## src/rtl/tetris_input_pkg.sv

```systemverilog
// Shared definitions for the gamepad front end of the grid controller.
// Holds button bit positions, the one-hot command encoding, the auto-repeat
// state type and the fixed-priority pick used when delivering commands.
package tetris_input_pkg;

    localparam int unsigned BTN_LEFT   = 0;
    localparam int unsigned BTN_RIGHT  = 1;
    localparam int unsigned BTN_DOWN   = 2;
    localparam int unsigned BTN_ROTATE = 3;

    localparam logic [3:0] CMD_NONE   = 4'b0000;
    localparam logic [3:0] CMD_LEFT   = 4'b0001;
    localparam logic [3:0] CMD_RIGHT  = 4'b0010;
    localparam logic [3:0] CMD_DOWN   = 4'b0100;
    localparam logic [3:0] CMD_ROTATE = 4'b1000;

    typedef enum logic [1:0] {
        StIdle,
        StDelay,
        StRepeat
    } rpt_state_e;

    // Highest-priority pending event: rotate > down > left > right.
    function automatic logic [3:0] pick_cmd(input logic [3:0] pend);
        if (pend[BTN_ROTATE]) return CMD_ROTATE;
        if (pend[BTN_DOWN])   return CMD_DOWN;
        if (pend[BTN_LEFT])   return CMD_LEFT;
        if (pend[BTN_RIGHT])  return CMD_RIGHT;
        return CMD_NONE;
    endfunction

endpackage

```

## src/rtl/btn_debounce.sv

```systemverilog
// Two-flop synchroniser plus tick-based debounce for one raw button line.
// Ports:
//   clock, reset (async, active-high), tick (timebase strobe)
//   raw   - asynchronous button level
//   level - debounced level, changes only after the synchronised input has
//           differed from it for DEBOUNCE_TICKS consecutive ticks
module btn_debounce #(
    parameter int unsigned DEBOUNCE_TICKS = 4
) (
    input  logic clock,
    input  logic reset,
    input  logic tick,
    input  logic raw,
    output logic level
);

    localparam int unsigned CW = (DEBOUNCE_TICKS > 1) ? $clog2(DEBOUNCE_TICKS) : 1;

    logic [1:0]    sync_q;
    logic          level_q;
    logic [CW-1:0] cnt_q;
    logic          sync;

    assign sync  = sync_q[1];
    assign level = level_q;

    always_ff @(posedge clock or posedge reset) begin
        if (reset) begin
            sync_q  <= 2'b00;
            level_q <= 1'b0;
            cnt_q   <= '0;
        end else begin
            sync_q <= {sync_q[0], raw};
            // Any cycle where the input agrees with the accepted level restarts
            // the count, so a bounce gap always clears progress.
            if (sync == level_q) begin
                cnt_q <= '0;
            end else if (tick) begin
                if (cnt_q == CW'(DEBOUNCE_TICKS - 1)) begin
                    level_q <= sync;
                    cnt_q   <= '0;
                end else begin
                    cnt_q <= cnt_q + 1'b1;
                end
            end
        end
    end

endmodule

```

## src/rtl/move_request_gen.sv

```systemverilog
// Gamepad front end: turns four raw button lines into one-hot move commands
// delivered over a valid/ready handshake to the grid controller.
// Build option: define MOVE_REPEAT_EN to include the auto-repeat FSM for held
// directional buttons; without it every held button yields one command.
// Ports:
//   clock, reset (async, active-high), tick (timebase strobe)
//   buttons_in[3:0] - raw levels: 0 left, 1 right, 2 down, 3 rotate
//   cmd_valid, cmd[3:0], cmd_ready - command handshake (cmd is 0 when idle)
//   pressed[3:0]    - debounced button levels
module move_request_gen
    import tetris_input_pkg::*;
#(
    parameter int unsigned DEBOUNCE_TICKS = 4,
    parameter int unsigned REPEAT_DELAY   = 8,
    parameter int unsigned REPEAT_RATE    = 3
) (
    input  logic       clock,
    input  logic       reset,
    input  logic       tick,
    input  logic [3:0] buttons_in,
    output logic       cmd_valid,
    output logic [3:0] cmd,
    input  logic       cmd_ready,
    output logic [3:0] pressed
);

    logic [3:0] stable;
    logic [3:0] stable_q;
    logic [3:0] press;
    logic [3:0] rep_set;
    logic [3:0] pend_q;
    logic [3:0] pend_d;
    logic [3:0] pick;
    logic [3:0] cmd_q;
    logic       valid_q;
    logic       load;

    for (genvar i = 0; i < 4; i++) begin : g_btn
        btn_debounce #(
            .DEBOUNCE_TICKS(DEBOUNCE_TICKS)
        ) u_deb (
            .clock(clock),
            .reset(reset),
            .tick (tick),
            .raw  (buttons_in[i]),
            .level(stable[i])
        );
    end

    assign press = stable & ~stable_q;

    // The output slot refills whenever it is empty or being accepted this edge.
    assign load = ~valid_q | cmd_ready;

    always_comb begin
        pick = CMD_NONE;
        if (load) begin
            pick = pick_cmd(pend_q);
        end
        // New events are ORed in after the clear so a coincident set wins.
        pend_d = (pend_q & ~pick) | press | rep_set;
    end

    always_ff @(posedge clock or posedge reset) begin
        if (reset) begin
            stable_q <= 4'b0000;
            pend_q   <= 4'b0000;
            cmd_q    <= CMD_NONE;
            valid_q  <= 1'b0;
        end else begin
            stable_q <= stable;
            pend_q   <= pend_d;
            if (load) begin
                cmd_q   <= pick;
                valid_q <= |pend_q;
            end
        end
    end

    assign cmd_valid = valid_q;
    assign cmd       = cmd_q;
    assign pressed   = stable;

`ifdef MOVE_REPEAT_EN
    localparam int unsigned RPT_MAX = (REPEAT_DELAY > REPEAT_RATE) ? REPEAT_DELAY : REPEAT_RATE;
    localparam int unsigned RCW     = (RPT_MAX > 1) ? $clog2(RPT_MAX) : 1;

    rpt_state_e     state_q;
    logic [3:0]     active;
    logic [3:0]     act_q;
    logic [RCW-1:0] rcnt_q;
    logic           rpt_hit;

    // Left and right together cancel each other; rotate never repeats.
    always_comb begin
        active = CMD_NONE;
        if (!(stable[BTN_LEFT] && stable[BTN_RIGHT])) begin
            if (stable[BTN_DOWN]) begin
                active = CMD_DOWN;
            end else if (stable[BTN_LEFT]) begin
                active = CMD_LEFT;
            end else if (stable[BTN_RIGHT]) begin
                active = CMD_RIGHT;
            end
        end
    end

    always_comb begin
        rpt_hit = 1'b0;
        if (tick && (active == act_q)) begin
            unique case (state_q)
                StDelay:  rpt_hit = (rcnt_q == RCW'(REPEAT_DELAY - 1));
                StRepeat: rpt_hit = (rcnt_q == RCW'(REPEAT_RATE - 1));
                default:  rpt_hit = 1'b0;
            endcase
        end
        rep_set = rpt_hit ? act_q : CMD_NONE;
    end

    always_ff @(posedge clock or posedge reset) begin
        if (reset) begin
            state_q <= StIdle;
            act_q   <= CMD_NONE;
            rcnt_q  <= '0;
        end else if (active != act_q) begin
            act_q   <= active;
            rcnt_q  <= '0;
            state_q <= (active == CMD_NONE) ? StIdle : StDelay;
        end else if (tick) begin
            unique case (state_q)
                StIdle: begin
                    rcnt_q <= '0;
                end
                StDelay, StRepeat: begin
                    if (rpt_hit) begin
                        rcnt_q  <= '0;
                        state_q <= StRepeat;
                    end else begin
                        rcnt_q <= rcnt_q + 1'b1;
                    end
                end
                default: begin
                    state_q <= StIdle;
                    rcnt_q  <= '0;
                end
            endcase
        end
    end
`else
    logic [63:0] unused_rpt_params;
    assign unused_rpt_params = {32'(REPEAT_DELAY), 32'(REPEAT_RATE)};
    assign rep_set = CMD_NONE;
`endif

endmodule

```

## config.mk

```make
export PLATFORM = sky130hd
export DESIGN_NAME = move_request_gen
export DESIGN_NICKNAME = d
export VERILOG_FILES = /design/src/rtl/tetris_input_pkg.sv /design/src/rtl/btn_debounce.sv /design/src/rtl/move_request_gen.sv
export SDC_FILE = /design/constraint.sdc
export NUM_CORES = 1
export LEC_CHECK = 0
export BUFFER_PORTS_ARGS = -buffer_cell sky130_fd_sc_hd__buf_2
export CELL_PAD_IN_SITES_DETAIL_PLACEMENT = 0
export CELL_PAD_IN_SITES_GLOBAL_PLACEMENT = 1
export CORE_MARGIN = 2
export CORE_UTILIZATION = 30
export CTS_BUF_LIST = sky130_fd_sc_hd__clkbuf_2 sky130_fd_sc_hd__clkbuf_4 sky130_fd_sc_hd__clkbuf_8
export CTS_CLUSTER_DIAMETER = 40
export DETAILED_ROUTE_END_ITERATION = 12
export PLACE_DENSITY = 0.61
export REMOVE_ABC_BUFFERS = 1
export SLEW_MARGIN = 20
export SYNTH_ARGS = -nofsm -noshare
export SYNTH_HDL_FRONTEND = slang
export SYNTH_SLANG_ARGS = --single-unit
export TNS_END_PERCENT = 5
```

## constraint.sdc

```tcl
create_clock -name clock -period 1.8 [get_ports clock]
set_input_delay 0.09 -clock clock [delete_from_list [all_inputs] [get_ports clock]]
set_output_delay 0.09 -clock clock [all_outputs]
set_load 0.005 [all_outputs]
```

Word-level counts from Yosys, hierarchy flattened
Cells that the tools add are included.

word-level totals
  flip-flop bits (word level) = 33
  output and inout port bits = 9
  word-level logic and storage cells = 83

operators by class
  $add $sub $neg = 4
  equality and inequality tests = 8
  mux-type cells = 35
  bitwise gates (word level) = 11
  reductions and logical operators = 9

operator list
  cell                                          count
  2-to-1 mux 4 bit                              9
  2-to-1 mux 2 bit                              12
  2-to-1 mux 1 bit                              14
  AND reduction 3 bit                           4
  adder 2 x 1 -> 2 bit (second input constant)  4
  AND 4 bit                                     2
  equality test 2 bit (second input constant)   4
  NOT 4 bit                                     2
  nonzero test 2 bit                            4
  NOT 1 bit                                     5
  equality test 1 bit                           4
  bitwise OR 4 bit                              1
  OR reduction 4 bit                            1
  bitwise OR 1 bit                              1

Longest topological paths before layout
Gate-level depths: netlist of run 1.

  depth in word-level cells = 20
  gate-level depth with buffers = 4

Cells and area by module
A second synthesis of run 1 with hierarchy kept.

unflattened totals
  cell total of the unflattened synthesis = 99
  area, all modules = 1276.2 µm²

by module, submodules not included
  module            times used  cells each  area an instance (µm²)  seq. area each (µm²)
  btn_debounce      4           15          198.9                   125.1
  move_request_gen  1           39          480.5                   325.3

Worst setup path after synthesis of run 1
OpenSTA, ideal clock, no wires.

  path kind = reg-to-reg
  from = register valid_q (netlist: cmd_valid)
  to = register cmd_q[3] (netlist: cmd[3])
  setup time = 0.127 ns
  arrival time = 0.938 ns
  data required time = 1.673 ns
  path slack = 0.735 ns
  stages on the path, launching flop included = 4
  path buffers = 1
  period minus slack after synthesis = 1.065 ns
  cell sequence = dfrtp_1 -> nor2b_1 -> buf_6 -> mux2_1

between the ends
  longest elaborated chain between the ends = 3

RTL lines
  item                    RTL line                text
  start, declared         move_request_gen.sv:35  logic valid_q;
  start signal, assigned  move_request_gen.sv:75  valid_q <= |pend_q;
  NOT 1 bit *             move_request_gen.sv:53  assign load = ~valid_q | cmd_ready;
  bitwise OR 1 bit *      move_request_gen.sv:53
  2-to-1 mux 4 bit        move_request_gen.sv:57  if (load) begin
  end signal, assigned    move_request_gen.sv:74  cmd_q <= pick;
  end, declared           move_request_gen.sv:34  logic [3:0] cmd_q;

Every way passes the cells marked *; elsewhere a longest branch is shown, timed or not.
A chain may end at the register's enable or synchronous reset.

Worst setup path after layout of run 1
Same ends and word-level chain as after synthesis.

==> results of run 1 <==
## final cells by class
| class | instances | share of cell area (%) |
|---|---|---|
| Tap cell | 50 | 4.06 |
| Multi-Input combinational cell | 52 | 25.9 |
| Inverter | 7 | 1.70 |
| Clock buffer | 7 | 5.84 |
| Sequential cell | 33 | 53.6 |
| Timing Repair Buffer | 22 | 8.93 |
## final timing paths
check | startpoint | endpoint | depth (start not counted)
worst max register to register | cmd_valid$_DFFE_PP0P_ | cmd[3]$_DFFE_PP0P_ | 2
worst max-delay path | cmd_valid$_DFFE_PP0P_ | cmd[3]$_DFFE_PP0P_ | 2
worst min-delay path | cmd_ready | cmd[2]$_DFFE_PP0P_ | 4
max in group asynchronous | reset | cmd[3]$_DFFE_PP0P_ | 4
worst min register to register | g_btn[2].u_deb.sync_q[0]$_DFF_PP0_ | g_btn[2].u_deb.sync_q[1]$_DFF_PP0_ | 0
min in group asynchronous | reset | g_btn[1].u_deb.cnt_q[0]$_DFFE_PP0P_ | 4
## cells by family after synthesis
| kind of cell | count (synthesis) |
|---|---|
| xor gates and xnor gates | 4 |
| AOI/OAI and AO/OA | 8 |
| buffers and inverters | 13 |
| muxes | 13 |
| and+or+nand+nor | 23 |
| adders and majority gates | 4 |
| DFF | 33 |
## through the flow
| stage | util [%] | power, W | instance area, um^2 |
|---|---|---|---|
| finish | 37.7 | 0.00229 | 1540 |
| CTS | 37.7 | 0.00233 | 1540 |
| global placement | 34.3 | 0.00170 | 1400 |
| detailed placement | 34.3 | 0.00175 | 1400 |
| global route | 37.7 | 0.00247 | 1540 |
| floorplan | - | 0.00154 | 1250 |
## worst min-delay path: stages
cell and delay, ns:
buf_2 0.08, nor2b_1 0.14, nand2_1 0.11, o21ai_1 0.05
## metal layers
metal | wire, um | share of wire, % | GRT usage [%]
met1 | 895 | 48 | 10.9
met2 | 817 | 43 | 12.6
met4 | 59 | 3.1 | 5.77
met5 | 0 | 0 | 0
met3 | 111 | 5.9 | 3.75
## synth_stat cells (3+ instances only)
cell     count  area share (%)
mux2_1       3             2.6
nor2_1      12             3.5
dfrtp_1     33              63
ha_1         4             3.8
o21ai_1      4             1.5
xnor2_1      4             2.7
nand2_1      5             1.4
mux2i_1      8             6.1
inv_1        7             2.0
buf_4        4             2.3
## layout by cell type (no fill, tap or decap)
cell / synthesis / final
nor4_4: 1 / 1
a22o_1: 2 / 2
nand2_2: 2 / 2
mux2_4: 2 / 2
inv_1: 7 / 7
clkbuf_4: 0 / 1
ha_1: 4 / 4
o22ai_1: 2 / 2
buf_2: 0 / 16
nor2_1: 12 / 12
o21ai_1: 4 / 4
mux2_1: 3 / 3
nand2b_1: 1 / 1
nor3_2: 1 / 1
dlygate4sd3_1: 0 / 5
nand2_1: 5 / 5
nor2b_1: 1 / 1
xnor2_1: 4 / 4
buf_4: 4 / 1
mux2i_1: 8 / 8
clkbuf_8: 0 / 6
dfrtp_1: 33 / 33
## registers in the layout, summed over array words and instances, names as in the netlist
signal and flops:
stable_q 4, g_btn.u_deb.sync_q 8, cmd_valid 1, pend_q 4
g_btn.u_deb.cnt_q 8, cmd 4, g_btn.u_deb.level 4
## report_power, final
group | total (W) | internal (W) | switching [W]
logic | 0.000547 | 0.000302 | 0.000245
registers | 0.00118 | 0.000984 | 0.000193
clock network | 0.000561 | 0.000318 | 0.000243
==> impl_metrics.toml, run 1 <==
[cells_and_area]
final-seq-area_um2 = 826
areaGrowthSynthToFinish_pct = 18.2
diodes = 0
multi_input_area_um2 = 399
finalNonFillerCells = 171
fillers = 408
drive_above_1_share_pct = 24.8
nets = 133

[setup_path]
cpPeakStageDelay_ns = 0.62
cp.buffers_inverters = 0
critPathCaptureType = "flip-flop"
required_ns = 1.96
arrival_ns = 1.62
start_kind = "flip-flop"
cp_max_fo = 9
critPathSlowestCell = "nor2b_1"
path_cells = "nor2b_1 > mux2_1"
critPathKind = "flip-flop to flip-flop"
r2r_setup_slack_ns = 0.33
crit_family = "simple AND/OR/NAND/NOR gates"

[clock_network]
clk_path_buf_depth = 2
post_cts_resized = 0
path_clk_slew_ns = 0.06
insertion_delay_ns = 0.28
cts_hold_buf = 5
cts_inserted_buffers = 5
cts_setup_buffers = 0
htreeDepth = 2
cts_num_sinks = 33
cts_root_buffer = "clkbuf_8"
cts_tree = "built"

[timing]
setup_ws_ns = 0.332
skew_ns = 0.00350
fin_crit_sh_pct = 81.5
clock.fmax_mhz = 681
hold_viol = 0
setup_tns_ns = 0
worst-slew-pin-transition_ns = 0.752
whs_ns = 0.230
relSlewSlack_pct = 49.8
rsz0062_at_grt = "false"
fin_crit_ns = 1.47
finalSetupViolCount = 0
drv_slew = 0

[route]
drt-total-wl_um = 1880
first_pass_iters = 4
drc = 0
dr.first_iter.drc_count = 9
viasPerCell = 4.25
vias = 726
ant_nets = 0
wire_per_inst_um = 11.0

[logic_synthesis]
synth_top_family_by_area = "multiplexers"
synth.area.mux_share_pct = 11.0
synthSimpleGateAreaFrac_pct = 9.21
synth_xor_area_share_pct = 2.69
syn_inst = 98
yosysSeqAreaShare_pct = 63.3
yosys_warnings = 0
synth.avg_cell_area_um2 = 13.3
synth_cell_types = 19
postSynth.asyncResetShare_pct = 100
synthAdderAreaFrac_pct = 3.84
synth_edf_count = 0
synth_compound_area_share_pct = 3.84
ys_ff_latch = 33
synthFlopType = "dfrtp_1"
syn_area_um2 = 1300

[global_route]
grt-ovfl-total = 0
grt_first_pass_wirelength_um = 3310
grt_usage_pct = 8.83
grt_pass1_vias = 752
grt_antenna_before_repair = 0
grt_start_max_net_pins = 34

[floorplan]
dieArea_um2 = 4890
initial_core_util_pct = 31.9
fp.dieH_um = 69.9
die_w_um = 69.9
core_um2 = 4090
num_rows = 23
ios = 17

[placed_design]
dpl_worst_slack_ns = 0.314
numPortBuffers = 16
dp_cells = 159
gp_congestion = 0.632
hpwl_um = 1300

[hold_path]
hold_class = "input port to flip-flop"

[outcome]
status = "completed"

[pwr]
ir_worst_vdd_v = 0.000472
power_per_cell_area_nw_per_um2 = 1480
leakagePower_nw = 0.764

[flow_run]
drv_cap = 0
No activity file was read; power rests on OpenSTA's default activity.
==> inputs of run 2 (changes only) <==
- clock period: 1.8 -> 1.54 ns (I/O delays scaled with it)
==> run 2 against run 1 <==
Compared with the run above: clock power rose by 16%; cell count did not move; register-to-register slack got worse by 0.04 ns; maximum frequency rose by 18%; sequential power rose by 17%; critical path depth did not move.
==> impl_metrics.toml, run 2 (synthesis gave the netlist of run 1 again) <==
[clock_network]
cts_root_buffer = "clkbuf_8"
cts_inserted_buffers = 5
insertion_delay_ns = 0.28
cts_tree = "built"
htreeDepth = 2
path_clk_slew_ns = 0.06
clk_path_buf_depth = 2
cts_num_sinks = 33
cts_setup_buffers = 0

[pwr]
power.switching_w = 0.000797
switching_share_pct = 29.8
clkPwrFrac_pct = 24.4
power_per_cell_area_nw_per_um2 = 1730
combinationalPowerShare_pct = 24.2
seqPwrFrac_pct = 51.4
p_int_w = 0.00188
leakagePower_nw = 0.766
ir_worst_vdd_v = 0.000673

[setup_path]
start_kind = "flip-flop"
r2r_setup_slack_ns = 0.30
worstRegToRegCells = 2
crit_path_start = "cmd_valid$_DFFE_PP0P_"
critPathCaptureType = "flip-flop"
timing.rr.end = "cmd[3]$_DFFE_PP0P_"
critPathKind = "flip-flop to flip-flop"
arrival_ns = 1.40
crit_path_end = "cmd[3]$_DFFE_PP0P_"
required_ns = 1.70
r2r_start = "cmd_valid$_DFFE_PP0P_"
cp_max_fo = 9

[placed_design]
hpwl_um = 1310
numPortBuffers = 16
gp_congestion = 0.633

[timing]
relSlewSlack_pct = 70.1
drv_slew = 0
fin_crit_sh_pct = 80.8
whs_ns = 0.145
rsz0062_at_grt = "false"
setup_tns_ns = 0
finalSetupViolCount = 0
hold_viol = 0
clock.fmax_mhz = 804
skew_ns = 0.00291
worst-slew-pin-transition_ns = 0.446
fin_crit_ns = 1.24

[cells_and_area]
final-seq-area_um2 = 826
nets = 133
reg_top3 = "g_btn.u_deb.cnt_q x8, g_btn.u_deb.sync_q x8"
diodes = 0
final_common_cell = "dfrtp_1"
layout_common_cells = "dfrtp_1 (33), buf_2 (16), nor2_1 (12), mux2i_1 (8), inv_1 (7)"
areaGrowthSynthToFinish_pct = 18.4
drive_above_1_share_pct = 25.6
fillers = 411
multi_input_area_um2 = 402

[global_route]
grt_first_pass_wirelength_um = 3320
met3_usage_pct = 5.63
met2_usage_pct = 13.2
grt_antenna_before_repair = 0
grt_pass1_vias = 727
grt-ovfl-total = 0
grt_start_max_net_pins = 34
grt_use_met1_pct = 10.3
busiest_layer = "met2"
grt_usage_pct = 9.05

[outcome]
status = "completed"

[floorplan]
dieArea_um2 = 4890
fp.dieH_um = 69.9
core_um2 = 4090
initial_core_util_pct = 31.9
num_rows = 23
die_w_um = 69.9
ios = 17

[flow_run]
drv_cap = 0

[route]
viasPerCell = 4.30
vias = 736
ant_nets = 0
dr.first_iter.drc_count = 18
drt-total-wl_um = 1920
first_pass_iters = 2
drc = 0
wire_per_inst_um = 11.2

[hold_path]
hold_class = "input port to flip-flop"
run 2: changes by cell type in the layout (fill, tap and decap cells not counted):
cell,previous run,this run
nor2b_2,0,1
nor2b_1,1,0
run 2: layout make-up:
type	count	area share [%]
inverter	7	1.70
clock buffer	7	5.83
sequential	33	53.5
tap	50	4.05
timing repair buffer	22	8.91
multi-input combinational	52	26.0
run 2: worst min path at each step:
stage | start | end | slack (ns) | depth (start not counted)
6_report | cmd_ready | cmd[2]$_DFFE_PP0P_ | 0.14 | 4
5_1_grt | cmd_ready | cmd[2]$_DFFE_PP0P_ | 0.17 | 3
4_1_cts | cmd_ready | cmd[2]$_DFFE_PP0P_ | 0.22 | 4
3_5_place_dp | reset | g_btn[1].u_deb.cnt_q[0]$_DFFE_PP0P_ | 0.18 | 3
3_3_place_gp | reset | g_btn[1].u_deb.sync_q[0]$_DFF_PP0_ | 0.18 | 3
2_1_floorplan | buttons_in[0] | g_btn[0].u_deb.sync_q[0]$_DFF_PP0_ | 0.11 | 0
run 2: critical path, stage by stage (launching register included):
cell	delay [ns]
dfrtp_1	0.34
nor2b_2	0.41
mux2_1	0.38
run 2: routing by layer:
| layer | vias to the layer above | wire, um |
|---|---|---|
| li1 | 360 | - |
| met5 | - | 0 |
| met1 | 351 | 906 |
| met4 | 0 | 47 |
| met3 | 7 | 131 |
| met2 | 18 | 832 |
run 2: power by group through the flow:
stage / sequential [W] / clock, W / combinational [W]
2_1_floorplan: 0.00136 / 0 / 0.000442
3_3_place_gp: 0.00138 / 0 / 0.000612
3_5_place_dp: 0.00140 / 0 / 0.000646
4_1_cts: 0.00138 / 0.000685 / 0.000662
5_1_grt: 0.00142 / 0.000728 / 0.000753
6_report: 0.00138 / 0.000653 / 0.000647
run 2: metrics by stage:
| stage | power [W] | cell area, um^2 | utilization [%] | setup WS (ns) | instances |
|---|---|---|---|---|---|
| after floorplan | 0.00180 | 1250 | - | 0.210 | 92 |
| after global placement | 0.00199 | 1400 | 34.3 | 0.152 | 159 |
| after detailed placement | 0.00204 | 1400 | 34.3 | 0.0395 | 159 |
| after CTS | 0.00273 | 1540 | 37.7 | 0.0230 | 171 |
| after global routing | 0.00290 | 1540 | 37.8 | 0.210 | 171 |
| final | 0.00268 | 1540 | 37.8 | 0.296 | 171 |
run 2: timing repair:
action,4_1_cts,5_1_grt
resized for setup,0,1
endpoints found under the hold margin,37,0
setup endpoints to repair,0,1
hold buffers,5,0
==> inputs of run 3 (changes only) <==
- PLACE_DENSITY: 0.61 -> 0.63
- clock period: 1.54 -> 1.1 ns (I/O delays scaled with it)
==> run 3 against run 2 <==
Compared with the run above: cell count is 4.7% higher; clock power increased by 51%; cell area increased by 5.5%; register-to-register slack got worse by 0.26 ns; sequential share of layout area is 2.8 points lower.
==> impl_metrics.toml, run 3 (synthesis gave the netlist of run 1 again) <==
[timing]
drv_slew = 0
skew_ns = 0.00256
hold_viol = 0
fin_crit_sh_pct = 96.9
rsz0062_at_grt = "false"
fin_crit_ns = 1.07
relSlewSlack_pct = 72.8
finalSetupViolCount = 0
worst-slew-pin-transition_ns = 0.408
clock.fmax_mhz = 938
whs_ns = 0.153

[pwr]
power.switching_w = 0.00118
clkPwrFrac_pct = 24.8
combinationalPowerShare_pct = 26.7
leakagePower_nw = 0.809
seqPwrFrac_pct = 48.5
p_int_w = 0.00280
ir_worst_vdd_v = 0.00109
switching_share_pct = 29.6
power_per_cell_area_nw_per_um2 = 2440

[route]
dr.first_iter.drc_count = 11
wire_per_inst_um = 11.2
viasPerCell = 4.25
drc = 0
first_pass_iters = 2
drt-total-wl_um = 2010
vias = 761
ant_nets = 0

[setup_path]
start_kind = "flip-flop"
arrival_ns = 1.24
cp_max_fo = 3
critPathKind = "flip-flop to flip-flop"
critPathCaptureType = "flip-flop"
required_ns = 1.27

[cells_and_area]
finalNonFillerCells = 179
post-route-util_pct = 39.9
diodes = 0
final_common_cell = "dfrtp_1"
drive_above_1_share_pct = 34.9
fillers = 396
areaGrowthSynthToFinish_pct = 25.0
reg_top3 = "g_btn.u_deb.cnt_q x8, g_btn.u_deb.sync_q x8"
layout_common_cells = "dfrtp_1 (33), buf_2 (16), nor2_1 (12), mux2i_1 (8), buf_4 (8)"
nets = 140

[hold_path]
hold_class = "input port to flip-flop"

[global_route]
grt_antenna_before_repair = 0
grt_usage_pct = 9.39
grt_first_pass_wirelength_um = 3530
grt_pass1_vias = 822
grt-ovfl-total = 0
grt_start_max_net_pins = 34

[flow_run]
drv_cap = 0

[floorplan]
initial_core_util_pct = 31.9
die_w_um = 69.9
num_rows = 23
fp.dieH_um = 69.9
dieArea_um2 = 4890
ios = 17
core_um2 = 4090

[placed_design]
numPortBuffers = 16
dp_cells = 163
hpwl_um = 1350
gp_congestion = 0.704

[clock_network]
insertion_delay_ns = 0.28
cts_root_buffer = "clkbuf_8"
cts_tree = "built"
cts_inserted_buffers = 5
htreeDepth = 2
clk_path_buf_depth = 2
cts_num_sinks = 33
path_clk_slew_ns = 0.06

[outcome]
status = "completed"
## run 3: layout make-up
cell class              instances  area (um^2)  area share, %
repair buffers                 29          190           11.7
multi-input cells              52          423           26.0
inverters                       7         26.3           1.61
well taps                      50         62.6           3.84
clock inverters                 1         5.00          0.307
clock buffers                   7         96.3           5.91
flip-flops and latches         33          826           50.7
## run 3: final timing paths
check,cells past startpoint,from,slack [ns],end
max,3,g_btn[2].u_deb.cnt_q[0]$_DFFE_PP0P_,0.03,g_btn[2].u_deb.level$_DFFE_PP0P_
max reg2reg,3,g_btn[2].u_deb.cnt_q[0]$_DFFE_PP0P_,0.03,g_btn[2].u_deb.level$_DFFE_PP0P_
min in group asynchronous,4,reset,0.40,g_btn[3].u_deb.sync_q[0]$_DFF_PP0_
min reg2reg,0,g_btn[1].u_deb.sync_q[0]$_DFF_PP0_,0.35,g_btn[1].u_deb.sync_q[1]$_DFF_PP0_
max in group asynchronous,4,reset,0.41,g_btn[0].u_deb.cnt_q[1]$_DFFE_PP0P_
min,3,cmd_ready,0.15,cmd[3]$_DFFE_PP0P_
## run 3: what timing repair did
action / CTS / global route
endpoints found under the setup margin: 11 / 3
hold buffers: 5 / 0
buffers inserted: 1 / 2
pin swaps: 0 / 0
gates resized for setup: 4 / 4
endpoints found under the hold margin: 37 / 0
## run 3: stage by stage
| stage | setup WS, ns | TNS [ns] | power [W] | area [um^2] |
|---|---|---|---|---|
| 3_3_place_gp | -0.282 | -1.03 | 0.00285 | 1430 |
| 3_5_place_dp | -0.340 | -1.52 | 0.00294 | 1430 |
| 4_1_cts | 0.00721 | 0 | 0.00399 | 1600 |
| 5_1_grt | 0.00562 | 0 | 0.00430 | 1630 |
| 2_1_floorplan | -0.230 | -0.500 | 0.00252 | 1250 |
| 6_report | 0.0343 | 0 | 0.00398 | 1630 |
## run 3: worst max-delay path: stages (launching register included)
cell,delay (ns)
dfrtp_1,0.40
ha_2,0.20
nand2_2,0.07
mux2_4,0.29
## run 3: power by group through the flow
stage	combinational, W	clock, W	sequential (W)
final	0.00106	0.000985	0.00193
after global routing	0.00123	0.00108	0.00200
after CTS	0.00103	0.00103	0.00193
after detailed placement	0.000991	0	0.00195
after global placement	0.000925	0	0.00193
after floorplan	0.000619	0	0.00190
## run 3: routing by layer
metal,vias up,GRT usage (%),wire length (um)
li1,379,-,-
met1,363,10.4,879
met2,13,15.1,988
met3,6,4.04,93
met4,0,5.13,46
met5,-,0,0
